<file path="config.mk">
export PLATFORM = sky130hd
export DESIGN_NAME = regdump_monitor
export DESIGN_NICKNAME = d
export VERILOG_FILES = /design/src/rtl/regdump_monitor.sv
export SDC_FILE = /design/constraint.sdc
export NUM_CORES = 1
export LEC_CHECK = 0
export CAP_MARGIN = 5
export CORE_ASPECT_RATIO = 1.25
export CORE_UTILIZATION = 53
export CTS_BUF_LIST = sky130_fd_sc_hd__clkbuf_2 sky130_fd_sc_hd__clkbuf_4 sky130_fd_sc_hd__clkbuf_8
export CTS_CLUSTER_DIAMETER = 40
export DETAILED_ROUTE_END_ITERATION = 8
export GPL_TIMING_DRIVEN = 0
export HOLD_SLACK_MARGIN = 0.08
export PLACE_DENSITY = 0.83
export SLEW_MARGIN = 5
export SYNTH_ARGS = -nofsm -noshare
export SYNTH_HDL_FRONTEND = slang
export SYNTH_SLANG_ARGS = --single-unit
</file>
<file path="constraint.sdc">
create_clock -name clk -period 2.4 [get_ports clk]
set_clock_uncertainty 0.1 [all_clocks]
set_input_delay 0.24 -clock clk [delete_from_list [all_inputs] [get_ports clk]]
set_output_delay 0.24 -clock clk [all_outputs]
set_load 0.005 [all_outputs]
</file>
<file path="src/rtl/regdump_monitor.sv">
// Register-file dump engine: walks registers 0..NREGS-1 over the debug read port and
// streams each value as uppercase ASCII hex plus EOL. Define REGDUMP_INDEX_EN for "II:" line prefixes.
module regdump_monitor #(
  parameter int          NREGS = 32,
  parameter logic [7:0]  EOL   = 8'h0A
) (
  input  logic        clk,
  input  logic        rst,
  input  logic        start,
  output logic        busy,
  output logic        done,
  output logic [4:0]  dbg_ra,
  input  logic [31:0] dbg_rd,
  output logic [7:0]  tx_data,
  output logic        tx_valid,
  input  logic        tx_ready
);

`ifdef REGDUMP_INDEX_EN
  localparam int BYTES_PER_LINE = 12;
`else
  localparam int BYTES_PER_LINE = 9;
`endif
  localparam logic [3:0] LAST_NIB = 4'(BYTES_PER_LINE - 1);
  localparam logic [4:0] LAST_IDX = 5'(NREGS - 1);

  typedef enum logic [1:0] {IDLE, LATCH, SEND} state_t;

  state_t      state;
  logic [4:0]  idx;
  logic [3:0]  nib;
  logic [31:0] shr;

  logic [3:0]  nib_next;
  logic        digit_now;
  logic [31:0] shr_next;
  logic [7:0]  first_byte;
  logic [7:0]  next_byte;

  function automatic logic [7:0] hex_char(input logic [3:0] v);
    return (v < 4'd10) ? (8'h30 + {4'd0, v}) : (8'h37 + {4'd0, v});
  endfunction

  // The shift register only advances past value digits, so the byte after a transfer
  // is always derived from the top nibble of the post-transfer shift register.
  always_comb begin
    nib_next = nib + 4'd1;
`ifdef REGDUMP_INDEX_EN
    digit_now = (nib > 4'd2) && (nib != LAST_NIB);
`else
    digit_now = (nib != LAST_NIB);
`endif
    shr_next   = digit_now ? {shr[27:0], 4'h0} : shr;
    first_byte = hex_char(dbg_rd[31:28]);
    next_byte  = (nib_next == LAST_NIB) ? EOL : hex_char(shr_next[31:28]);
`ifdef REGDUMP_INDEX_EN
    first_byte = hex_char({3'b000, idx[4]});
    if (nib_next == 4'd1) begin
      next_byte = hex_char(idx[3:0]);
    end else if (nib_next == 4'd2) begin
      next_byte = 8'h3A;
    end
`endif
  end

  // dbg_ra is set one edge ahead so the core's read data is valid throughout LATCH.
  always_ff @(posedge clk) begin
    if (rst) begin
      state    <= IDLE;
      busy     <= 1'b0;
      done     <= 1'b0;
      tx_valid <= 1'b0;
      tx_data  <= 8'h00;
      dbg_ra   <= 5'd0;
      idx      <= 5'd0;
      nib      <= 4'd0;
      shr      <= 32'h0;
    end else begin
      done <= 1'b0;
      case (state)
        IDLE: begin
          dbg_ra <= 5'd0;
          if (start) begin
            idx   <= 5'd0;
            busy  <= 1'b1;
            state <= LATCH;
          end
        end
        LATCH: begin
          shr      <= dbg_rd;
          nib      <= 4'd0;
          tx_data  <= first_byte;
          tx_valid <= 1'b1;
          state    <= SEND;
        end
        SEND: begin
          if (tx_valid && tx_ready) begin
            if (nib == LAST_NIB) begin
              tx_valid <= 1'b0;
              if (idx == LAST_IDX) begin
                state  <= IDLE;
                busy   <= 1'b0;
                done   <= 1'b1;
                dbg_ra <= 5'd0;
              end else begin
                idx    <= idx + 5'd1;
                dbg_ra <= idx + 5'd1;
                state  <= LATCH;
              end
            end else begin
              shr     <= shr_next;
              nib     <= nib_next;
              tx_data <= next_byte;
            end
          end
        end
        default: state <= IDLE;
      endcase
    end
  end

endmodule

</file>
==> impl_results.md, run 1 <==
* Routed wire length at between 7000 and 8000 um
* Starting Density at 0.555
* Largest net degree at the start of global routing at 11
* Cell area power density at ~700 mW/mm^2
* CTS sink count at 58
* EDFF count, synth at 0
* Layout area overhead at 25.0%
* Peak VDD IR at 0.000579 V
* Layout cells sized above 1 at 0.0839
* CP bufs+invs at 4
* RSZ-0062 raised after global routing: true
* IO buf count at around 50
* Cell accounting for the most synthesized area: dfxtp_1
* Grt total ovfl at 0
* Worst EP required at 2570 ps
* Cell Rows at 30
* Worst Tran Pin Value at 539 ps
* Post-DP HPWL at 5430 um
* Yosys top cell area share at 0.382
* H-tree levels at 3
* P_leak at 1.47 nW
* Max_slew headroom at 0.641
* Slew Viols, Final at 0
* Syn Nets at roughly 450
* Hold WC Path Type: flop to flop
* Ys Warns at 0
* Top cells by area, synth: dfxtp_1 38%, nor2_1 12%, a21oi_1 8.1%
* Final Critical Period at 2230 ps
* 1st-iter DRT viols at between 150 and 200
* Die area at 0.00604 sq mm
* Synth unique cells at 49
* 1st-pass router iterations at 5
* Gate Count Post-Synth at 401
* Most frequent cells in the layout: 99 x nor2_1, 56 x dfxtp_1, 49 x a21oi_1, 49 x clkdlybuf4s50_1, 24 x o22ai_1
* Clock slew at reported path FFs at about 60 ps
* Yosys reg bits at 58
* DRC viols at 0
* Die Height at 86.7 um
* Most common cell after layout, fill and taps aside: nor2_1
* Max incr delay on CP at around 360 ps
* Antenna diode count at 0
* Initial antenna violation count at 0
* Cell Area, Synth at 0.00304 sq mm
* Synth async-reset ratio at 0
* Total CTS buffers at 9
* Register area share after synthesis at 0.382
* Vias per cell at 5.84
* Die Wd at 69.7 um
* Fmax at 448 MHz
* Crit-path max FO at 10
* Final setup viols at 0
* Final GP Congestion at 0.922
* Fin cells at 529
* First-pass GRT wire length at 12900 um
* Period utilization at 0.930
* Status: finished, final reports clean
* Syn avg cell area at 7.58 sq um
* Critical path cell sequence: inv_1, ha_1, and3b_1, buf_6, buf_4, mux2i_4, ha_1, inv_1, o21ai_0, nand4_1, a21oi_1
* Routed WL per cell at 14.4 um
* Clock Root Buffer: clkbuf_8
* Ports at 52
* Slowest cell on crit path: dfxtp_2
* Post-CTS Setup Bufs at 0
* Crit path capture type: flop
* CP delay by family, top: buffers and inverters
* Final Instance Area at 0.00380 sq mm
* Core area at 0.00548 sq mm
* Placed cell area at roughly 0.0036 sq mm
* Cell count after placement at 514
* Remaining antenna violation count at 0
* Worst-Skew Late Latency at around 340 ps
* Max Cap Viol at 0
* Crit path arrival time at 2400 ps
* CTS tree: done
* Crit path kind: flop to flop
* Power, Total at 0.00267 W
* Vias at between 3000 and 4000
* Global Route Usage Sum at 0.269
* Hold Buf Count CTS at 0
* Vias in the first global route at 2957
* Layout Nets at 509
* Worst Setup Start Kind: flop
* Final hold vios at 0
* Clk buf depth at 2
* Ys flop type: dfxtp_1
-- layout make-up --
class	count	area [sq um]
fillers	445	1680
multi-input cells	306	1730
repair buffers	49	490
clock inverters	3	15.0
plain buffers	26	124
well taps	64	80.1
flip-flops and latches	58	1160
clock buffers	12	159
inverters	11	41.3
-- state kept, by name, indices dropped and copies added, names as in the netlist, 2 cells and up --
signal and cells:
nib 4, shr 32, dbg_ra 5, state 2, tx_data 7, idx 5
-- cells by family after synthesis --
group,share of synthesized area
AOI/OAI and AO/OA,0.239
xor gates and xnor gates,0.0115
adders and majority gates,0.0494
buffers and inverters,0.0539
DFF,0.382
muxes,0.0305
other,0.00123
and+or+nand+nor,0.233
-- Yosys cell counts (8+ instances only) --
master    number
a21oi_1       49
buf_2          8
clkbuf_1      14
dfxtp_1       58
ha_1          12
inv_1         11
nand2_1       19
nand3_1       10
nor2_1        99
o21ai_0       13
o22ai_1       24
-- metal layers --
layer,track usage,vias up,wire (um)
met5,0,-,0
met4,0.144,0,197
met3,0.0570,24,398
met2,0.465,131,3780
met1,0.314,1417,3250
li1,-,1520,-
-- worst min-delay path, delay by kind of cell, from the launching register on --
kind | cells | cell delay [ps]
AO/OA/AOI/OAI | 1 | 50
flip-flops | 1 | 300
AND/OR/NAND/NOR | 1 | 50
-- stage by stage --
stage / TNS (ps) / util / hold WS [ps] / worst slack [ps]
after floorplan: 0 / - / 281 / 306
after global placement: 0 / 0.659 / 343 / 140
after detailed placement: 0 / 0.659 / 353 / 77.8
after CTS: 0 / 0.690 / 350 / 49.9
after global routing: -19.3 / 0.693 / 383 / -19.3
final: 0 / 0.693 / 355 / 169
-- path summary, 6_finish.rpt --
check	from	end	slack (ps)	cells after the start
hold reg to reg	dbg_ra[1]	dbg_ra[1]	350	2
hold / removal	dbg_ra[1]	dbg_ra[1]	350	2
setup reg to reg	nib[0]	tx_data[2]	170	11
setup / recovery	nib[0]	tx_data[2]	170	11
-- report_power, final --
group / total [W] / internal [W] / switching, W
combinational: 0.000692 / 0.000317 / 0.000375
clock: 0.000809 / 0.000431 / 0.000378
sequential: 0.00117 / 0.00108 / 0.0000866
-- repair_timing --
action	in CTS	in global routing
endpoints found under the hold margin	0	0
gates resized for setup	0	5
setup endpoints to repair	0	12
No activity file was read; power rests on OpenSTA's default activity.
==> run 2, diff against run 1 <==
--- a/config.mk
+++ b/config.mk
@@ -7,6 +7,7 @@
 export LEC_CHECK = 0
 export CAP_MARGIN = 5
 export CORE_ASPECT_RATIO = 1.25
+export CORE_MARGIN = 2
 export CORE_UTILIZATION = 53
 export CTS_BUF_LIST = sky130_fd_sc_hd__clkbuf_2 sky130_fd_sc_hd__clkbuf_4 sky130_fd_sc_hd__clkbuf_8
 export CTS_CLUSTER_DIAMETER = 40
==> run 2 against run 1 <==
  * Non-clock buffer count unchanged
  * Combinational power hardly changed
  * Cell count unchanged
  * Via count is 1.3% higher
  * Total power up 6.2%
  * Sequential cell count unchanged
  * Register-to-register slack about the same
  * First-iteration DRC count grew 110%
  * Clock-buffer cell count is 3 lower
  * Critical endpoint unchanged
  * Largest power group unchanged
==> impl_results.md, run 2 (same netlist as run 1, synthesis figures left out) <==
* Slowest cell on crit path: dfxtp_2
* Sequential share of power at 0.412 (-0.025)
* Largest net degree at the start of global routing at 11 (unchanged)
* Remaining antenna violation count at 0 (unchanged)
* Core area at 0.00548 sq mm (unchanged)
* Total CTS buffers at 9 (unchanged)
* CTS tree: done
* Most frequent cells in the layout: 99 x nor2_1, 56 x dfxtp_1, 49 x a21oi_1, 49 x clkdlybuf4s50_1, 24 x o22ai_1
* RSZ-0062 raised after global routing: false
* Final GP Congestion at 0.863 (-6.5%)
* Clock Root Buffer: clkbuf_8
* Worst EP required at 2570 ps (about the same)
* CP bufs+invs at 4 (unchanged)
* Routed WL per cell at 14.9 um (+3.3%)
* Max incr delay on CP at 350 ps (about the same)
* Worst Setup Start Kind: flop
* 1st-iter DRT viols at 326 (+110%)
* Routed wire length at 7880 um (+3.3%)
* Internal power at 0.00197 W (+7.8%)
* Fmax at 450 MHz (+0.49%)
* Max Cap Viol at 0 (unchanged)
* CP delay by family, top: buffers and inverters
* Clk buf depth at 2 (unchanged)
* P_leak at 1.48 nW (+0.62%)
* IO buf count at 49 (unchanged)
* Number of fill cells at 458 (+2.9%)
* DRC viols at 0 (unchanged)
* Layout Nets at 509 (unchanged)
* H-tree levels at 3 (unchanged)
* Switch Pwr at 0.000861 W (+2.6%)
* Vias in the first global route at 3079 (+4.1%)
* Post-CTS Setup Bufs at 0 (unchanged)
* Vias at 3131 (+1.3%)
* Critical path cell sequence: inv_1, ha_1, and3b_1, buf_6, buf_6, mux2i_4, ha_2, inv_1, o21ai_0, nand4_1, a21oi_1
* Setup ws final at 180 ps (+11.0 ps)
* Crit path capture type: flop
* Die Height at 88.7 um (+2.3%)
* Dpl ws at 90.4 ps (+12.6 ps)
* Switching share of total power at 0.304 (-0.0105)
* Hold WC Path Type: flop to flop
* Final setup viols at 0 (unchanged)
* Final hold vios at 0 (unchanged)
* Crit path kind: flop to flop
* Max_slew headroom at 0.640 (-0.00130)
* Max reg flops at 32 (unchanged)
* Layout area overhead at 26.3%
* Largest registers: shr (32), tx_data (7)
* Peak VDD IR at 0.000501 V (-14%)
* Vias per cell at 5.92 (+1.3%)
* Hold Buf Count CTS at 0 (unchanged)
* Die Wd at 71.7 um (+2.9%)
* Worst Tran Pin Value at 541 ps (+1.95 ps)
* Starting Density at 0.555 (unchanged)
* Clk pwr share at 0.343 (+0.040)
* Most common cell after layout, fill and taps aside: nor2_1
* 1st-pass router iterations at 5 (unchanged)
* Grt total ovfl at 0 (unchanged)
* Cell area power density at 738 mW/mm^2 (+5.1%)
* Combinational Power Share at 0.245 (-0.014)
* Post-DP HPWL at 5590 um (+2.9%)
* Slew Viols, Final at 0 (unchanged)
* Crit path arrival time at 2390 ps (about the same)
* Fin Setup TNS at 0 ps (unchanged)
* Cell Rows at 30 (unchanged)
* Die area at 0.00636 sq mm (+5.2%)
* First-pass GRT wire length at 13500 um (+5.1%)
* Post-cts sizing count at 0 (unchanged)
* Finished Core Util at 0.700 (+0.00708)
* Layout cells sized above 1 at 0.0860 (+0.00215)
* Antenna diode count at 0 (unchanged)
* Final Critical Period at 2220 ps (-11.0 ps)
* Period utilization at 0.925 (-0.00458)
* Crit-path max FO at 10 (unchanged)
* Status: finished, final reports clean
* Global Route Usage Sum at 0.270 (+0.000996)
* Initial antenna violation count at 0 (unchanged)
* Most flops, register: shr
* Clock slew at reported path FFs at 70 ps (about the same)
* CTS sink count at 58 (unchanged)
* Ports at 52 (unchanged)
* Worst-Skew Late Latency at 340 ps (about the same)
run 2: changes by cell type in the layout (fill, tap and decap cells not counted), sizes merged:
cell / previous run / this run
clkbuf: 27 / 24
bufinv: 0 / 2
clkinvlp: 0 / 1
run 2: area by class of cell:
| cell class | instances | area (sq um) | share of cell area |
|---|---|---|---|
| Inverter | 11 | 41.3 | 0.0108 |
| Buffer | 26 | 128 | 0.0332 |
| Sequential cell | 58 | 1160 | 0.303 |
| Timing Repair Buffer | 49 | 490 | 0.128 |
| Clock buffer | 9 | 124 | 0.0323 |
| Tap cell | 64 | 80.1 | 0.0209 |
| Clock inverter | 6 | 82.6 | 0.0215 |
| Multi-Input combinational cell | 306 | 1730 | 0.450 |
run 2: path summary, 6_finish.rpt:
kind | startpoint | endpoint | slack [ps] | cells after the start
min reg2reg | dbg_ra[4] | dbg_ra[4] | 360 | 2
max | nib[0] | tx_data[2] | 180 | 11
max reg2reg | nib[0] | tx_data[2] | 180 | 11
min | dbg_ra[4] | dbg_ra[4] | 360 | 2
run 2: power groups by stage:
| stage | Clock, W | Sequential (W) | Combinational, W |
|---|---|---|---|
| after floorplan | 0 | 0.00116 | 0.000471 |
| after global placement | 0 | 0.00118 | 0.000655 |
| after detailed placement | 0 | 0.00118 | 0.000677 |
| after CTS | 0.000978 | 0.00116 | 0.000681 |
| after global routing | 0.00102 | 0.00118 | 0.000770 |
| final | 0.000971 | 0.00117 | 0.000695 |
run 2: metal layers:
| layer | GRT usage | wire length, um |
|---|---|---|
| met1 | 0.305 | 3290 |
| met2 | 0.471 | 3930 |
| met3 | 0.0706 | 467 |
| met4 | 0.136 | 200 |
| met5 | 0 | 0 |
run 2: through the flow:
stage / hold WS, ps / instance area [sq um] / std cells / total power (W)
global route: 382 / 3840 / 529 / 0.00297
CTS: 352 / 3820 / 529 / 0.00282
detailed placement: 351 / 3610 / 514 / 0.00186
floorplan: 281 / 3040 / 401 / 0.00163
finish: 360 / 3840 / 529 / 0.00283
global placement: 345 / 3610 / 514 / 0.00183
run 2: worst register-to-register path, stage by stage, from the launching register on:
cell,delay (ps)
dfxtp_2,350
inv_1,70
ha_1,160
and3b_1,170
buf_6,160
buf_6,170
mux2i_4,260
ha_2,210
inv_1,50
o21ai_0,150
nand4_1,140
a21oi_1,160
